## config.mk

```make
export PLATFORM = sky130hd
export DESIGN_NAME = clock_divider_multi
export DESIGN_NICKNAME = d
export VERILOG_FILES = /design/src/rtl/clkdiv_pkg.sv /design/src/rtl/clkdiv_channel.sv /design/src/rtl/clock_divider_multi.sv
export SDC_FILE = /design/constraint.sdc
export NUM_CORES = 1
export LEC_CHECK = 0
export ABC_AREA = 1
export CAP_MARGIN = 10
export CORE_MARGIN = 4
export CORE_UTILIZATION = 40
export DETAILED_ROUTE_END_ITERATION = 6
export PLACE_DENSITY = 0.56
export SYNTH_ARGS = -nofsm -noshare
export SYNTH_HDL_FRONTEND = slang
export SYNTH_SLANG_ARGS = --single-unit
export TNS_END_PERCENT = 20
```

## constraint.sdc

```tcl
create_clock -name clk_25MHz -period 6.3 [get_ports clk_25MHz]
set_clock_uncertainty 0.15 [all_clocks]
set_input_delay 1.26 -clock clk_25MHz [delete_from_list [all_inputs] [get_ports clk_25MHz]]
set_output_delay 1.26 -clock clk_25MHz [all_outputs]
set_load 0.05 [all_outputs]
```

## src/rtl/clkdiv_pkg.sv

```systemverilog
// Shared constants, types and helpers for the multi-channel clock divider.
package clkdiv_pkg;

    localparam int unsigned CNT_W_DEFAULT = 26;
    localparam int unsigned CLK_HZ        = 25_000_000;

    typedef logic [CNT_W_DEFAULT-1:0] half_t;

    // Half-period in system clocks for a target output frequency.
    function automatic half_t half_for_hz(input int unsigned hz);
        return half_t'(CLK_HZ / (2 * hz));
    endfunction

    localparam half_t HALF_1HZ  = half_for_hz(1);
    localparam half_t HALF_1KHZ = half_for_hz(1000);

endpackage

```

## src/rtl/clkdiv_channel.sv

```systemverilog
// One divider channel: counter, shadow/active half-period and toggle/tick logic.
module clkdiv_channel
    import clkdiv_pkg::*;
#(
    parameter int unsigned      CNT_W        = CNT_W_DEFAULT,
    parameter logic [CNT_W-1:0] DEFAULT_HALF = CNT_W'(HALF_1KHZ)
) (
    input  logic             clk,
    input  logic             rst,
    input  logic             restart,
    input  logic             en,
    input  logic             we,
    input  logic [CNT_W-1:0] data,
    output logic             clk_out,
    output logic             tick,
    output logic             pending
);

    logic [CNT_W-1:0] cnt;
    logic [CNT_W-1:0] active_half;
    logic [CNT_W-1:0] shadow_half;
    logic [CNT_W-1:0] eff_c;
    logic [CNT_W-1:0] load_c;
    logic             term_c;

    // Effective half (zero clamps to one), terminal detect, and the value a reload takes.
    always_comb begin
        eff_c  = (active_half == '0) ? CNT_W'(1) : active_half;
        term_c = (cnt >= eff_c - CNT_W'(1));
        load_c = we ? data : shadow_half;
    end

    // Counter, output toggle, tick strobe and glitch-free half-period reload.
    always_ff @(posedge clk) begin
        if (rst) begin
            cnt         <= '0;
            clk_out     <= 1'b0;
            tick        <= 1'b0;
            pending     <= 1'b0;
            active_half <= DEFAULT_HALF;
            shadow_half <= DEFAULT_HALF;
        end else if (restart || !en) begin
            cnt         <= '0;
            clk_out     <= 1'b0;
            tick        <= 1'b0;
            pending     <= 1'b0;
            active_half <= load_c;
            shadow_half <= load_c;
        end else if (term_c) begin
            cnt     <= '0;
            clk_out <= ~clk_out;
            tick    <= ~clk_out;
            if (clk_out) begin
                // Falling edge closes a full period: safe point to swap halves.
                active_half <= load_c;
                shadow_half <= load_c;
                pending     <= 1'b0;
            end else if (we) begin
                shadow_half <= data;
                pending     <= 1'b1;
            end
        end else begin
            cnt  <= cnt + CNT_W'(1);
            tick <= 1'b0;
            if (we) begin
                shadow_half <= data;
                pending     <= 1'b1;
            end
        end
    end

endmodule

```

## src/rtl/clock_divider_multi.sv

```systemverilog
// N_CH independent programmable 50%-duty clock dividers with tick strobes.
module clock_divider_multi
    import clkdiv_pkg::*;
#(
    parameter int unsigned                 N_CH         = 2,
    parameter int unsigned                 CNT_W        = CNT_W_DEFAULT,
    parameter logic [N_CH-1:0][CNT_W-1:0]  DEFAULT_HALF = {HALF_1HZ, HALF_1KHZ},
    parameter logic [N_CH-1:0]             ENABLE_RST   = '1,
    localparam int unsigned                CH_W         = (N_CH > 1) ? $clog2(N_CH) : 1
) (
    input  logic             clk_25MHz,
    input  logic             rst,
    input  logic             sync_restart,
    input  logic [N_CH-1:0]  ch_en,
    input  logic             cfg_we,
    input  logic [CH_W-1:0]  cfg_ch,
    input  logic [CNT_W-1:0] cfg_half,
    output logic [N_CH-1:0]  clk_out,
    output logic [N_CH-1:0]  tick,
    output logic [N_CH-1:0]  cfg_pending
);

    logic [N_CH-1:0] we_c;
    logic [N_CH-1:0] run_c;

    // Decode the config channel into per-channel write strobes; out-of-range writes match none.
    always_comb begin
        we_c = '0;
        for (int unsigned i = 0; i < N_CH; i++) begin
            we_c[i] = cfg_we && (cfg_ch == CH_W'(i));
        end
    end

    // Channels whose ENABLE_RST bit is clear are tied off regardless of ch_en.
    assign run_c = ch_en & ENABLE_RST;

    for (genvar g = 0; g < N_CH; g++) begin : g_ch
        clkdiv_channel #(
            .CNT_W        (CNT_W),
            .DEFAULT_HALF (DEFAULT_HALF[g])
        ) u_ch (
            .clk     (clk_25MHz),
            .rst     (rst),
            .restart (sync_restart),
            .en      (run_c[g]),
            .we      (we_c[g]),
            .data    (cfg_half),
            .clk_out (clk_out[g]),
            .tick    (tick[g]),
            .pending (cfg_pending[g])
        );
    end

endmodule
```

==> results.toml <==
[outcome]
status = "finished, final reports clean"

[clock_tree]
ctsHoldBuffers = 0
cts-root-buf = "clkbuf_16"
worstSkewPairLatency_ps = 440
clock-sinks = 162
cts_tree = "yes"
ctsResizeCount = 0
numCtsBuffers = 17
clockBufferDepth = 2
htreeDepth = 4
clk_pin_slew_worst_paths_ps = 70
post-cts-setup-buffers = 0

[job]
maxCapViolations = 0

[grt]
grt_pass1_wl_um = 37300
gr-usage-met1_pct = 26.1
gr-total-overflow = 0
grt_pass1_vias = 7236
gr-max-usage-layer = "met2"
grt.total_usage_pct = 17.8
grt_max_degree = 51
use_met2_pct = 27.0
antenna_found_initial = 0
use_met3_pct = 2.75

[floorplanning]
die-area_um2 = 25800
io_pins = 39
die_w_um = 161
start_util_pct = 40.9
rows = 55
core_area_um2 = 22800
die_y_um = 161

[drt]
routed-via-count = 7938
wl_um = 22700
routedWlPerCell_um = 13.7
drc_errors = 0
drt_first_pass_iters = 5
viasPerCell = 4.78
drtIter0Drc = 391
antenna_left = 0

[timing]
hold_violations = 0
fin_ws_ps = 1780
period_needed_ps = 4520
tightestPinTransition_ps = 1090
slew_violations = 0
relSlewSlack_pct = 27.1
post-route-period-util_pct = 71.7
setup_viol = 0
final.setup.tns_ps = 0
rsz0062_at_grt = "no"
fmax_mhz = 221

[place]
dp.final_hpwl_um = 17400
gp_congestion = 0.831
numPortBuffers = 38
place_area_um2 = 9870
dp_worst_setup_slack_ps = 1830

[layout]
syn_to_final_growth_pct = 12.4
drive_above_1_share_pct = 6.16
layout.nets = 1424
regArea_um2 = 3240
fin_area_um2 = 10500
multi_input_area_um2 = 5280
fill_cells = 2359
antennaDiodeCount = 0

[synth]
syn_nets = 1407
netlist_instances = 1318
seq_area_frac_synth_pct = 34.8
syn-cell-area_um2 = 9320
ys_ff_latch = 162
syn_area_per_cell_um2 = 7.07
yosysWarnings = 0
synth_cell_types = 45

[min_path]
min_from = "g_ch[0].u_ch.shadow_half[4]"
hp-class = "flop to flop"

[critical_path]
path_cells = "nor2_1 > nand2_1 > nor2_1 > nand4_1 > nand2_1 > inv_1 > ha_1 > nand2_1 > nor2_1 > nand2_1 > nor2_1 > xnor2_1 > ha_1 > nand2_1 > inv_1 > nand2_1 > nand2_1 > a21oi_1 > nand2_1 > nor2_2 > nand3_2 > nand2_1 > nand2_1 > nand3_1"
crit_top_cell = "nand2_1"
critPathKind = "flop to flop"
crit_buf_inv = 2
slowest_stage = "nand3_2"
worstPathMaxFanout = 47
crit_family = "simple AND/OR/NAND/NOR gates"
slowest_delay_ps = 690
critPathLaunchType = "flop"
cp.arrival_ps = 4730
cp-startpoint = "g_ch[0].u_ch.active_half[9]"
r2r-start = "g_ch[0].u_ch.active_half[9]"
ff2ff_setup_slack_ps = 1780
critPathRequiredTime_ps = 6520
end_kind = "flop"

[power]
power_frac_seq_pct = 45.1
internal_power_uw = 1730
vdd_drop_max_mv = 0.203
p_clk_share_pct = 42.6
power.leakage_uw = 0.00466
p_sw_share_pct = 29.5
p_sw_uw = 726
powerDensity_nw_per_um2 = 235
combinationalPowerShare_pct = 12.3
## per-stage QoR
| step | utilization, % | std cells | total power [uW] | hold WS (ps) |
|---|---|---|---|---|
| 3_3_place_gp | 43.3 | 1629 | 1430 | 273 |
| 6_report | 46.0 | 1661 | 2460 | 296 |
| 5_1_grt | 46.0 | 1661 | 2570 | 321 |
| 3_5_place_dp | 43.3 | 1629 | 1440 | 281 |
| 4_1_cts | 46.0 | 1661 | 2480 | 298 |
| 2_1_floorplan | - | 1318 | 1350 | 263 |
## cell usage in the layout (no fill, tap or decap), types with 3 or more instances in the layout
cell	count
a21oi_1	75
buf_4	5
clkbuf_16	17
clkdlybuf4s50_1	38
clkinv_4	3
clkinv_8	4
dfxtp_1	162
ha_1	56
inv_1	142
inv_6	3
inv_8	4
mux2i_1	26
nand2_1	263
nand2_2	6
nand3_1	93
nand3_2	4
nand3b_1	7
nand4_1	19
nor2_1	265
nor2_2	5
nor2_4	4
nor3_1	24
nor3_2	8
nor3b_1	4
nor3b_2	6
nor4_1	5
o21ai_0	3
or2_2	4
xnor2_1	25
xor2_1	41
## power by group through the flow
| stage | clock network (uW) | registers [uW] | logic [uW] |
|---|---|---|---|
| after global routing | 1110 | 1110 | 347 |
| after CTS | 1060 | 1110 | 306 |
| after floorplan | 0 | 1120 | 226 |
| after detailed placement | 0 | 1130 | 305 |
| after global placement | 0 | 1130 | 303 |
| final | 1050 | 1110 | 302 |
## kinds of logic after synthesis
group | count (synthesis) | synth area share [%]
buf+inv | 189 | 8.58
xor+xnor | 66 | 6.20
fa+ha+maj | 56 | 7.52
simple gates | 730 | 35.1
flops | 162 | 34.8
mux | 26 | 2.79
compound gates | 89 | 5.01
## worst register-to-register path: cells and delay by family, from the launching register on
kind | cells | cell delay [ps]
compound gates | 1 | 140
buf+inv | 2 | 190
flops | 1 | 430
simple gates | 18 | 2870
fa+ha+maj | 2 | 500
xor+xnor | 1 | 180
## state kept, by name, indices dropped and copies added, names as in the netlist
signal and flops:
g_ch.u_ch.active_half 52, g_ch.u_ch.clk_out 2, g_ch.u_ch.tick 2, g_ch.u_ch.shadow_half 52, g_ch.u_ch.cnt 52, g_ch.u_ch.pending 2
## synth_stat cells, drive strengths merged
cell type / instances / share of area, %
nor2: 274 / 11
nand2: 271 / 11
dfxtp: 162 / 35
inv: 144 / 5.8
nand3: 99 / 5.8
a21oi: 75 / 4.0
ha: 56 / 7.5
xor2: 41 / 3.9
nor3: 32 / 2.1
buf: 30 / 2.2
mux2i: 26 / 2.8
xnor2: 25 / 2.3
nand4: 20 / 1.4
clkbuf: 15 / 0.60
nor3b: 10 / 1.1
or2: 8 / 0.54
nand3b: 7 / 0.56
nor4: 6 / 0.47
o21ai: 5 / 0.27
a21o: 2 / 0.16
a31oi: 2 / 0.13
and2: 2 / 0.16
o21a: 2 / 0.16
o21bai: 2 / 0.16
a2bb2oi: 1 / 0.094
nor4b: 1 / 0.094
## metal layers
| layer | share of wire, % | vias to the layer above | wire, um |
|---|---|---|---|
| met5 | 0 | - | 0 |
| met4 | 1.3 | 0 | 288 |
| met3 | 4.1 | 20 | 924 |
| met2 | 43 | 139 | 9670 |
| met1 | 52 | 3550 | 11800 |
| li1 | - | 4229 | - |
## cell type report
cell class / count / share of cell area (%)
Multi-Input combinational cell: 967 / 50.4
Sequential cell: 162 / 31.0
Inverter: 144 / 5.16
Clock buffer: 18 / 4.19
Timing Repair Buffer: 43 / 3.99
Tap cell: 313 / 3.74
Clock inverter: 14 / 1.55
## worst paths after layout
path	depth (start not counted)	end
worst max-delay path	24	g_ch[0].u_ch.active_half[6]
worst min-delay path	2	g_ch[0].u_ch.shadow_half[4]
worst max register to register	24	g_ch[0].u_ch.active_half[6]
worst min register to register	2	g_ch[0].u_ch.shadow_half[4]
Note: power is estimated with default switching activity, not from simulation.
